===== src/rtl/lisa_rx_fifo_if.sv =====
// Bundle of the upstream receiver handshake and the consumer-side FIFO port.
// Handshake: rx_rd rises once per captured byte and stays high until rx_avail is seen low.
interface lisa_rx_fifo_if;
    logic [7:0] rx_d;
    logic       rx_avail;
    logic       rx_rd;
    logic       pop;
    logic [7:0] dout;
    logic       empty;
    logic       full;
    logic [4:0] count;
    logic       stall;
    logic       clr_stall;
    logic       dbg_state;

    modport slave (
        input  rx_d, rx_avail, pop, clr_stall,
        output rx_rd, dout, empty, full, count, stall, dbg_state
    );

    modport master (
        output rx_d, rx_avail, pop, clr_stall,
        input  rx_rd, dout, empty, full, count, stall, dbg_state
    );
endinterface


===== src/rtl/lisa_rx_fifo.sv =====
// Receive FIFO that pulls bytes from an 8N1 receiver with a level/strobe handshake
// and presents them show-ahead to a consumer.
module lisa_rx_fifo #(
    parameter int DEPTH = 4
) (
    input logic          clk,
    input logic          rst,
    lisa_rx_fifo_if.slave bus
);
    localparam int AW = $clog2(DEPTH);

    typedef enum logic {IDLE = 1'b0, ACK = 1'b1} state_t;

    state_t          state, state_nx;
    logic [7:0]      mem [DEPTH];
    logic [AW-1:0]   wr_ptr, rd_ptr;
    logic [4:0]      count;
    logic            capture, set_stall, do_pop;
    logic            full, empty;

    assign full   = (count == 5'(DEPTH));
    assign empty  = (count == 5'd0);
    assign do_pop = bus.pop && !empty;

    always_comb begin
        state_nx  = state;
        capture   = 1'b0;
        set_stall = 1'b0;
        case (state)
            IDLE: begin
                if (bus.rx_avail) begin
                    if (!full) begin
                        capture  = 1'b1;
                        state_nx = ACK;
                    end else begin
                        set_stall = 1'b1;
                    end
                end
            end
            ACK: begin
                // rx_avail still high here is the same byte, not a new one
                if (!bus.rx_avail) state_nx = IDLE;
            end
            default: state_nx = IDLE;
        endcase
    end

    always_ff @(posedge clk or posedge rst) begin
        if (rst) state <= IDLE;
        else     state <= state_nx;
    end

    always_ff @(posedge clk or posedge rst) begin
        if (rst) begin
            wr_ptr <= '0;
            rd_ptr <= '0;
            count  <= 5'd0;
            for (int i = 0; i < DEPTH; i++) mem[i] <= 8'h00;
        end else begin
            if (capture) begin
                mem[wr_ptr] <= bus.rx_d;
                wr_ptr      <= wr_ptr + 1'b1;
            end
            if (do_pop) rd_ptr <= rd_ptr + 1'b1;
            case ({capture, do_pop})
                2'b10:   count <= count + 5'd1;
                2'b01:   count <= count - 5'd1;
                default: count <= count;
            endcase
        end
    end

    // Set has priority over the synchronous clear
    always_ff @(posedge clk or posedge rst) begin
        if (rst)                bus.stall <= 1'b0;
        else if (set_stall)     bus.stall <= 1'b1;
        else if (bus.clr_stall) bus.stall <= 1'b0;
    end

    // rx_rd comes straight from the state register, so reset drops it immediately
    assign bus.rx_rd     = (state == ACK);
    assign bus.dout      = mem[rd_ptr];
    assign bus.empty     = empty;
    assign bus.full      = full;
    assign bus.count     = count;
    assign bus.dbg_state = state;
endmodule


===== src/flat_wrapper.sv =====
// flat-port wrapper written by rule: the top's interface ports become plain ports
module lisa_rx_fifo_flat 
#(
    parameter int DEPTH = 4
)
  (clk, rst, bus_rx_d, bus_rx_avail, bus_pop, bus_clr_stall, bus_rx_rd, bus_dout, bus_empty, bus_full, bus_count, bus_stall, bus_dbg_state);
  lisa_rx_fifo_if bus_i ();
  input logic clk;
  input logic rst;
  input wire logic [$bits(bus_i.rx_d)-1:0] bus_rx_d;
  input wire logic [$bits(bus_i.rx_avail)-1:0] bus_rx_avail;
  input wire logic [$bits(bus_i.pop)-1:0] bus_pop;
  input wire logic [$bits(bus_i.clr_stall)-1:0] bus_clr_stall;
  output wire logic [$bits(bus_i.rx_rd)-1:0] bus_rx_rd;
  output wire logic [$bits(bus_i.dout)-1:0] bus_dout;
  output wire logic [$bits(bus_i.empty)-1:0] bus_empty;
  output wire logic [$bits(bus_i.full)-1:0] bus_full;
  output wire logic [$bits(bus_i.count)-1:0] bus_count;
  output wire logic [$bits(bus_i.stall)-1:0] bus_stall;
  output wire logic [$bits(bus_i.dbg_state)-1:0] bus_dbg_state;
  assign bus_i.rx_d = bus_rx_d;
  assign bus_i.rx_avail = bus_rx_avail;
  assign bus_i.pop = bus_pop;
  assign bus_i.clr_stall = bus_clr_stall;
  assign bus_rx_rd = bus_i.rx_rd;
  assign bus_dout = bus_i.dout;
  assign bus_empty = bus_i.empty;
  assign bus_full = bus_i.full;
  assign bus_count = bus_i.count;
  assign bus_stall = bus_i.stall;
  assign bus_dbg_state = bus_i.dbg_state;
  lisa_rx_fifo #(.DEPTH(DEPTH)) u_core (.clk(clk), .rst(rst), .bus(bus_i));
endmodule

===== config.mk =====
export PLATFORM = sky130hd
export DESIGN_NAME = lisa_rx_fifo_flat
export DESIGN_NICKNAME = d
export VERILOG_FILES = /design/src/rtl/lisa_rx_fifo_if.sv /design/src/rtl/lisa_rx_fifo.sv /design/src/flat_wrapper.sv
export SDC_FILE = /design/constraint.sdc
export NUM_CORES = 1
export LEC_CHECK = 0
export ABC_AREA = 1
export BUFFER_PORTS_ARGS = -buffer_cell sky130_fd_sc_hd__buf_4
export CAP_MARGIN = 20
export CELL_PAD_IN_SITES_DETAIL_PLACEMENT = 1
export CELL_PAD_IN_SITES_GLOBAL_PLACEMENT = 2
export CORE_AREA = 2 2 102 104
export CTS_CLUSTER_DIAMETER = 80
export DETAILED_ROUTE_END_ITERATION = 7
export DIE_AREA = 0 0 104 106
export GPL_ROUTABILITY_DRIVEN = 1
export PLACE_DENSITY_LB_ADDON = 0.1
export RECOVER_POWER = 100
export SLEW_MARGIN = 20
export SYNTH_ARGS = -nofsm -noshare
export SYNTH_HDL_FRONTEND = slang
export SYNTH_SLANG_ARGS = --single-unit

===== constraint.sdc =====
create_clock -name clk -period 4.9 [get_ports clk]
set_input_delay 0.49 -clock clk [delete_from_list [all_inputs] [get_ports clk]]
set_output_delay 0.49 -clock clk [all_outputs]
set_load 0.05 [all_outputs]

======== Word level (Yosys, flattened, before mapping) ========
Cells that the tools add are included.
operators by class
  $lt $le $gt $ge ......................... 3
  muxes and demuxes ....................... 17
  eq/ne operators ......................... 3
  add/sub/neg operators ................... 4
  bitwise operators ....................... 3
  multipliers ............................. 0
  shifts and indexed selects .............. 0
  reduce and logical (&&, ||, !) cells .... 6
  divide/modulo/power cells ............... 0
operator list
  kind                                                                          number
  32-bit bitwise mux                                                            1
  8-bit 2-to-1 mux                                                              3
  8-bit binary-select mux with 2-bit select                                     1
  8-bit demux with 2-bit select                                                 1
  5-bit one-hot mux with 2 select lines                                         1
  1-bit 2-to-1 mux                                                              9
  3-bit >= comparator, second input constant                                    2
  2-bit NOT with 3-bit output                                                   2
  5-bit by 1-bit adder with 5-bit output, second input constant                 1
  5-bit by 3-bit equality test with 1-bit output, second input constant         1
  5-bit zero test                                                               1
  5-bit by 1-bit subtractor with 5-bit output, second input constant            1
  2-bit by 1-bit adder with 2-bit output, second input constant                 2
  2-bit nonzero test                                                            2
  3-bit by 1-bit less-than comparator with 1-bit output, second input constant  1
  2-bit by 1-bit equality test with 1-bit output, second input constant         1
  2-bit equality test, second input constant                                    1
  1-bit logical AND                                                             2
  1-bit one-hot mux with 2 select lines                                         1
  1-bit zero test                                                               1
  1-bit NOT                                                                     1
word-level totals
  word-level logic and storage cells ...... 45
  ROM bits ................................ 0
  RAM bits ................................ 0
  bits in registers ....................... 43
  memories kept ........................... 0
  bits in latches ......................... 0

======== Depth between registers and ports, before layout ========
  depth after elaboration ................. 6
  mapped depth ............................ 13

======== Worst setup path before layout ========
OpenSTA, ideal clock, no wires.
  path kind ............................... flip-flop to flip-flop
  from .................................... reg u_core.count[1], in the netlist u_core.bus.count[1]
  to ...................................... reg u_core.count[4], in the netlist u_core.bus.count[4]
  data required time ...................... 4.782 ns
  setup time .............................. 0.118 ns
  path buffers ............................ 1
  arrival ................................. 2.191 ns
  stages on the path, launching flop included .. 12
  setup slack ............................. 2.591 ns
  cell sequence ........................... dfrtp_1 > nor2_2 > nand3_2 > buf_6 > nand2_4 > ha_1 > ha_1 > or2_2 > nand3_1 > nand2_1 > nand2_1 > nand2_1
on the way
  cells in the longest elaborated chain, start to end .. 6
  elaborated cells between the ends (all ways) .. 13
  those cells by class .................... 2 x add/sub; 3 x eq/ne; 4 x mux; 4 x reduce/logical
RTL lines
  what                                                                                   line                text
  from (decl)                                                                            lisa_rx_fifo.sv:17  logic [4:0] count;
  from (signal assigned)                                                                 lisa_rx_fifo.sv:66  2'b10: count <= count + 5'd1;
  from (signal assigned)                                                                 lisa_rx_fifo.sv:67  2'b01: count <= count - 5'd1;
  from (signal assigned)                                                                 lisa_rx_fifo.sv:68  default: count <= count;
  5-bit by 3-bit equality test with 1-bit output                                         lisa_rx_fifo.sv:21  assign full = (count == 5'(DEPTH));
  1-bit 2-to-1 mux                                                                       lisa_rx_fifo.sv:32  if (!full) begin
  1-bit 2-to-1 mux                                                                       lisa_rx_fifo.sv:31  if (bus.rx_avail) begin
  1-bit 2-to-1 mux                                                                       lisa_rx_fifo.sv:29  case (state)
  2-bit by 1-bit equality test with 1-bit output or 2-bit equality test (tied branches)  lisa_rx_fifo.sv:65  case ({capture, do_pop})
  5-bit one-hot mux with 2 select lines or 2-bit nonzero test (tied branches)            --
Several ways; a longest one is shown, not always the timed one.
A chain may end at the register's enable or synchronous reset.

======== Worst setup path after layout ========
Ends and elaborated chain as after synthesis.

==> run_results.csv <==
group,metric,value,unit
outcome,outcome,"finished, violations left",
outcome,violations,"capacitance limit, slew limit",
sta,min_period_over_period,70.97,%
critical_path,r2r-start,"u_core.bus.count[1]",
power,power.density,772.0,mW/mm^2
critical_path,crit_required,5.10,ns
critical_path,crit_path_start_kind,"flip-flop",
power,vdd_drop_max,0.0002309,V
clocking,cts_tree,"done",
synth,synthSimpleGateAreaFrac,31.25,%
clocking,post_cts_resize_count,0,
sta,relSlewSlack,-40.05,%
drt,viasPerCell,4.501,
critical_path,reg2reg_setup_slack,1.42,ns
finish,final_nets,316,
sta,setup_tns,0,ns
global_routing,grt_pass1_wl,11400,um
synth,synthesis.area,0.002318,mm^2
synth,ys_seq_area_share,46.41,%
clocking,post_cts_buffers,0,
critical_path,rr_worst_depth,10,
sta,fmax,0.2875,GHz
critical_path,worstPathCellList,"nor2_1 > nand3_1 > nand2_4 > ha_1 > ha_1 > or2_2 > nand3_1 > nand2_1 > nand2_1 > nand2_1",
critical_path,max_stage_delay,1.12,ns
floorplan,rows,37,
critical_path,cpLargestDelayFamily,"simple AND/OR/NAND/NOR gates",
finish,fin_cells,431,
global_routing,antenna_found_initial,0,
drt,wl_per_cell,16.35,um
synth,yosysWarnings,0,
sta,hold_violations,0,
synth,synthCells,273,
synth,synth_compound_area_share,6.530,%
critical_path,worstPathArrival,3.68,ns
floorplan,die_area,0.01102,mm^2
place,portBuffers,30,
sta,final_max_slew_viol_count,84,
critical_path,slowest_stage,"nand3_1",
clocking,cts.sinks,43,
sta,finalCriticalPeriod,3.478,ns
clocking,clk_pin_slew,0.09,ns
sta,tightest_slew,2.089,ns
drt,via_count,1940,
hold_path,holdPathEnd,"u_core.bus.stall",
sta,clock-skew-final,0.006089,ns
run,maxCapViolations,2,
critical_path,cp_max_fo,39,
clocking,htree_num_levels,2,
drt,ant_nets,0,
synth,synth_top_family_by_area,"simple AND/OR/NAND/NOR gates",
clocking,cts_root_buf,"clkbuf_8",
global_routing,grtUsageTotal,13.40,%
place,dp.cells,423,
drt,wirelength,7048,um
sta,finalSetupViolCount,0,
drt,drt_iter0_drc,69,
critical_path,critPathCaptureType,"flip-flop",
global_routing,grt_max_degree,44,
synth,synth_xor_area_share,1.511,%
synth,synth_fa_ha_area_share,5.181,%
place,dpl-instance-area,0.002570,mm^2
synth,avgSynthCellArea,8.493,um^2
critical_path,reg2reg_to,"u_core.bus.count[4]",
finish,layout_commonest_cell,"nand2_1",
finish,diodes,0,
hold_path,min_delay_path_depth,2,
global_routing,grt_pass1_vias,2042,
drt,dr.pass1.iters,4,
synth,synthMuxAreaShare,0,%
synth,synth_seq_cells,43,
sta,rsz0062_at_grt,"false",
finish,drive_above_1_share,9.153,%
floorplan,die-width,104,um
floorplan,start_util,23.19,%
hold_path,holdCritPathClass,"input port to flip-flop",
critical_path,critPathMostFrequentCell,"nand2_1",
synth,synth_cell_types,22,
clocking,numCtsBuffers,5,
synth,postSynthNetCount,295,
place,hpwl,4546,um
drt,drc,0,
finish,layout_common_cells,"nand2_1, dfrtp_1, nand4_1",
hold_path,min_from,"bus_clr_stall",
sta,hold_slack,0.3700,ns
finish,area_growth,11.39,%
clocking,hold_buffers,0,
power,p_leak,1.277,nW
clocking,clock_latency,0.30,ns
critical_path,crit_buf_inv,0,
global_routing,overflow,0,
place,place.gp.congestion,0.6701,
critical_path,crit_type,"flip-flop to flip-flop",
floorplan,chipHeight,106,um
finish,final_cell_area,0.002582,mm^2
floorplan,ios,31,
floorplan,design.core.area,0.01000,mm^2
clocking,clockBufferDepth,2,
[metal layers]
metal	wire length, um	vias up	track usage (%)
li1	-	957	-
met1	3419	945	17.70
met2	3362	31	22.56
met3	203	7	2.514
met4	63	0	3.571
met5	0	-	0
[logic make-up after synthesis]
family / after synthesis
and+or+nand+nor: 156
buffers and inverters: 33
DFF: 43
AOI/OAI and AO/OA: 28
xor gates and xnor gates: 4
adders and majority gates: 9
[per-stage QoR]
stage / utilization, % / setup WS [ns] / total power [mW]
after global placement: 25.70 / 2.024 / 1.862
after global routing: 25.83 / 1.126 / 2.162
after detailed placement: 25.70 / 1.922 / 1.861
final: 25.83 / 1.422 / 1.994
after CTS: 26.70 / 1.911 / 2.128
after floorplan: - / 2.591 / 1.521
[state kept, by name, summed over array words and instances (netlist names)]
name / count
u_core.bus.count: 5
u_core.bus.dbg_state: 1
u_core.bus.stall: 1
u_core.mem: 32
u_core.rd_ptr: 2
u_core.wr_ptr: 2
[final cells by class]
class                           count  area [um^2]
Clock buffer                        8        100.1
Sequential cell                    43         1076
Multi-Input combinational cell    197         1006
Timing Repair Buffer               31        168.9
Inverter                           16        61.31
Tap cell                          136        170.2
Fill cell                        1231         7417
[Yosys cell counts, drive strengths merged]
| cell | number | area [um^2] |
|---|---|---|
| fa | 1 | 20.02 |
| inv | 16 | 60.06 |
| buf | 17 | 151.4 |
| nand4 | 32 | 200.2 |
| nor2 | 21 | 86.33 |
| xor2 | 2 | 17.52 |
| o21ai | 18 | 90.09 |
| o22ai | 9 | 56.30 |
| xnor2 | 2 | 17.52 |
| ha | 8 | 100.1 |
| dfrtp | 43 | 1076 |
| nand2 | 91 | 349.1 |
| nand3 | 11 | 82.58 |
| or2 | 1 | 6.260 |
| a21oi | 1 | 5.000 |
[report_power, final]
part / switching, mW / total (mW) / internal [mW]
clock network: 0.130 / 0.259 / 0.129
logic: 0.804 / 1.08 / 0.272
registers: 0.143 / 0.658 / 0.515
[worst max-delay path by stage]
stage | start | endpoint | depth (start not counted)
after floorplan | u_core.bus.count[1] | u_core.bus.count[4] | 11
after global placement | u_core.bus.count[1] | u_core.bus.count[4] | 10
after detailed placement | u_core.bus.count[1] | u_core.bus.count[4] | 10
after CTS | u_core.bus.count[1] | u_core.bus.count[4] | 10
after global routing | u_core.bus.count[1] | u_core.bus.count[4] | 11
final | u_core.bus.count[1] | u_core.bus.count[4] | 10
Power figures use the tool's default switching activity.
